<file path="src/rtl/hex_to_seven_seg.sv">
// Registered hex nibble to seven-segment decoder with load/blank.
// Define SEG_ACTIVE_LOW_EN for common-anode (inverted) segment drive.
module hex_to_seven_seg (
    input  logic       clk,
    input  logic       rst_n,
    input  logic [3:0] hex,
    input  logic       load,
    input  logic       blank,
    output logic [6:0] segments,
    output logic       valid
);

`ifdef SEG_ACTIVE_LOW_EN
    localparam logic [6:0] SEG_INV = 7'b1111111;
`else
    localparam logic [6:0] SEG_INV = 7'b0000000;
`endif

    // All-dark pattern in the selected drive polarity
    localparam logic [6:0] SEG_OFF = SEG_INV;

    logic [6:0] w_decoded;
    logic [6:0] w_drive;
    logic [6:0] r_segments;
    logic       r_valid;

    // Active-high abcdefg pattern for every nibble value
    always_comb begin
        w_decoded = 7'b0000000;
        unique case (hex)
            4'h0: w_decoded = 7'b1111110;
            4'h1: w_decoded = 7'b0110000;
            4'h2: w_decoded = 7'b1101101;
            4'h3: w_decoded = 7'b1111001;
            4'h4: w_decoded = 7'b0110011;
            4'h5: w_decoded = 7'b1011011;
            4'h6: w_decoded = 7'b1011111;
            4'h7: w_decoded = 7'b1110000;
            4'h8: w_decoded = 7'b1111111;
            4'h9: w_decoded = 7'b1111011;
            4'hA: w_decoded = 7'b1110111;
            4'hB: w_decoded = 7'b0011111;
            4'hC: w_decoded = 7'b1001110;
            4'hD: w_decoded = 7'b0111101;
            4'hE: w_decoded = 7'b1001111;
            4'hF: w_decoded = 7'b1000111;
            default: w_decoded = 7'b0000000;
        endcase
    end

    assign w_drive = w_decoded ^ SEG_INV;

    // Display register: reset > blank > load > hold
    always_ff @(posedge clk) begin
        if (!rst_n) begin
            r_segments <= SEG_OFF;
            r_valid    <= 1'b0;
        end else if (blank) begin
            r_segments <= SEG_OFF;
            r_valid    <= 1'b0;
        end else if (load) begin
            r_segments <= w_drive;
            r_valid    <= 1'b1;
        end
    end

    assign segments = r_segments;
    assign valid    = r_valid;

endmodule

</file>
<file path="config.mk">
export PLATFORM = sky130hd
export DESIGN_NAME = hex_to_seven_seg
export DESIGN_NICKNAME = d
export VERILOG_FILES = /design/src/rtl/hex_to_seven_seg.sv
export SDC_FILE = /design/constraint.sdc
export NUM_CORES = 1
export LEC_CHECK = 0
export BUFFER_PORTS_ARGS = -buffer_cell sky130_fd_sc_hd__buf_2
export CAP_MARGIN = 20
export CORE_AREA = 2 2 39 41
export CTS_CLUSTER_SIZE = 24
export DETAILED_ROUTE_END_ITERATION = 10
export DIE_AREA = 0 0 41 43
export SLEW_MARGIN = 20
export SYNTH_ARGS = -nofsm -noshare
export SYNTH_HDL_FRONTEND = slang
export SYNTH_SLANG_ARGS = --single-unit
</file>
<file path="constraint.sdc">
create_clock -name clk -period 1.4 [get_ports clk]
set_clock_uncertainty 0.2 [all_clocks]
set_input_delay 0.21 -clock clk [delete_from_list [all_inputs] [get_ports clk]]
set_output_delay 0.21 -clock clk [all_outputs]
set_load 0.02 [all_outputs]
</file>
After elaboration in Yosys (flattened, before gate mapping)
Memory sizes are Yosys's and may differ from the RTL's. A register that Yosys moved wholly into a read port is not among the register bits.
Cells that the tools add are included.
Operators by class
  bitwise gates (word level): 1
  reductions and logical operators: 1
Operators with widths (count)
  OR reduction 2 bit: 1
  inverter 1 bit: 1
Word-level totals
  register bits after elaboration: 1
  ROM bits: 112
  word-level logic and storage cells: 4
  memories kept: 1
Memory list
  (no name shown): depth 16, width 7, rd ports 1, clocked after Yosys merged registers in 1, wr ports 0, line 30  | unique case (hex)

Depth between registers and ports, before layout
  word-level depth: 2
  depth in mapped cells: 5
  mapped depth without buffers: 5

Worst setup path after synthesis
OpenSTA, ideal clock, no wires.
  path type: in2reg
  start: input hex[0]
  end: register r_segments[5], in the netlist segments[5]
  data arrival time: 987 ps
  setup slack: 92 ps
  cell stages on the path: 5
  path buffers: 0
  cell sequence: inv_1 ha_1 or2_1 a21oi_1 o311a_1
RTL lines
  start, declared: line 6  | input logic [3:0] hex,
  end, declared: line 24  | logic [6:0] r_segments;

==> metrics.cfg <==
[routing]
via_per_inst=4.96
wl_um=1060
drt.antenna.violating_nets=0
first_pass_iters=3
drc_errors=0
drt_iter0_markers=3
wire_per_inst_um=10.6
num_vias=496

[setup_path]
cp-end-kind=register
crit_fanout=4
criticalPathCategory=input pin to register
arrival_ns=1.25
crit_required_ns=1.40
worstReg2RegStart=segments[5]
startpoint=hex[1]
start_kind=input pin

[die]
start_util_pct=38.0
design.portCount=16
core_mm2=0.00138
die_area_mm2=0.00176
rows=14
die_h_um=43
die_w_um=41

[synthesis]
ys_async_sr_fraction_pct=0
ys_ff_latch=8
synthTopCellsByArea=dfxtp_1 (30%), ha_1 (17%), a21oi_1 (5.7%)
synth_nets=77
synth_cell_types=22
synth-main-ff-cell=dfxtp_1
synth_edf_count=0
ys_warn_count=0
avgSynthCellArea_um2=8.48
synth_top_cell_by_area=dfxtp_1
synth_top_area_share_pct=30.5
yosysSeqAreaShare_pct=30.5
synth_cells=62
syn_area_um2=526

[power]
power_w=0.000544
vdd_ir_drop_max_uv=585
power_density_mw_per_mm2=806
power_leakage_nw=0.338

[clock_network]
htreeDepth=1
numCtsBuffers=3
cts_tree=yes
path_clk_slew_ns=0.05
clk_latency_ns=0.25
post-cts-setup-buffers=0
cts-root-buf=clkbuf_4
clock-sinks=8
cts_buffer_depth=2

[cells_and_area]
seq_area_um2=160
finalNetCount=101
fillers=132
drive_gt1_share_pct=31.0
syn_to_final_growth_pct=28.3
multi_input_comb_area_um2=334
antenna_cells=0

[sta]
fmax_mhz=797
finalCritPeriodShare_pct=89.6
fin_crit_ns=1.26
grt_setup_unrepaired=no
worst_pin_slew_ns=0.333
hold_viol=0
setup_ws_ns=0.145
timing.slew.headroom_pct=77.7
setup_violations=0
maxSlewViolCount=0

[placed_design]
hpwl_um=854
place_ws_ns=-0.115
place_congestion=0.755
io_buffers=15

[hold_path]
min_path_type=input pin to register
hp-start=rst_n

[global_route]
grt_start_max_net_pins=15
grt_antenna_before_repair=0
grt_use_total_pct=15.1
grt_pass1_vias=474
grt_pass1_wl_um=1790
grt.overflow.total=0

[run]
max_cap_violations=0

[status]
status=completed

[cell usage after synthesis, types with 2 or more instances]
master and number:
dfxtp_1 8, ha_1 7, a21oi_1 6, nor2_1 6, nand2_1 5, inv_1 4
nor3_1 4, mux2i_1 3, nand2b_1 3, o22ai_1 3, nor2b_1 2
[critical path, stage by stage]
cell,delay [ns]
buf_2,0.12
inv_1,0.12
ha_1,0.24
or2_1,0.24
a21oi_1,0.16
o311a_1,0.17
[final cells by class]
cell class              instances  share of cell area [%]
clock buffers                   3                    3.34
flip-flops and latches          8                    23.7
well taps                      16                    2.97
inverters                       4                    2.23
repair buffers                 21                    18.2
multi-input cells              48                    49.5
[what timing repair did]
item | 4_1_cts | 5_1_grt
hold endpoints to repair | 1 | 0
endpoints found under the setup margin | 0 | 0
resized for setup | 0 | 0
hold buffers | 1 | 0
[per-layer routing]
layer	wire length (um)	global-route usage, %	vias to the layer above
li1	-	-	262
met1	472	15.6	221
met2	512	25.3	13
met3	79	9.42	0
met4	0	2.00	0
met5	0	0	-
[logic make-up (layout without fill, tap and decap cells)]
group | Yosys count | after routing | synth area share, %
AND/OR/NAND/NOR | 26 | 26 | 26.7
flip-flops | 8 | 8 | 30.5
AO/OA/AOI/OAI | 12 | 12 | 14.5
multiplexers | 3 | 3 | 5.71
adder cells (fa/ha/maj) | 7 | 7 | 16.7
buffers and inverters | 6 | 28 | 5.95
[registers in the layout (all words and copies together) (netlist names)]
register	flops
segments	7
valid	1
[power breakdown]
group          total, W  switching, W  internal, W  leakage [nW]
Sequential     0.000244    0.00000460     0.000239        0.0656
Clock          0.000173     0.0000747    0.0000978        0.0138
Combinational  0.000127     0.0000710    0.0000564         0.259
Total          0.000544      0.000150     0.000393         0.338
[path summary, 6_finish.rpt]
kind / slack (ns) / depth (start not counted) / end
setup / recovery: 0.14 / 6 / segments[5]
hold / removal: 0.01 / 2 / segments[5]
setup reg to reg: 0.34 / 2 / segments[5]
hold reg to reg: 0.26 / 2 / valid
[layout by cell type, fill, tap and decap left out]
cell type | netlist | routed
o221ai_1 | 1 | 1
nand2b_1 | 3 | 3
a21oi_1 | 6 | 6
nor2_1 | 6 | 6
buf_2 | 1 | 15
or2_2 | 1 | 1
nor4_2 | 1 | 1
nor3_1 | 4 | 4
clkbuf_4 | 0 | 3
buf_4 | 0 | 5
o311a_1 | 1 | 1
dfxtp_1 | 8 | 8
inv_1 | 4 | 4
nand2_2 | 1 | 1
or3b_1 | 1 | 1
or2_1 | 1 | 1
nor2b_1 | 2 | 2
dlygate4sd3_1 | 0 | 1
ha_1 | 7 | 7
or2b_1 | 1 | 1
o32ai_1 | 1 | 1
nand2_1 | 5 | 5
o22ai_1 | 3 | 3
mux2i_1 | 3 | 3
[metrics by stage]
step	TNS, ns	instance area (um2)	hold slack (ns)	utilization (%)	instances
6_report	0	674	0.0129	48.7	100
5_1_grt	0	674	0.00486	48.7	100
4_1_cts	0	674	0.00416	48.7	100
3_5_place_dp	-0.307	642	0.256	46.4	96
3_3_place_gp	-0.232	642	0.243	46.4	96
2_1_floorplan	0	526	0.156	-	62
Power figures use the tool's default switching activity.
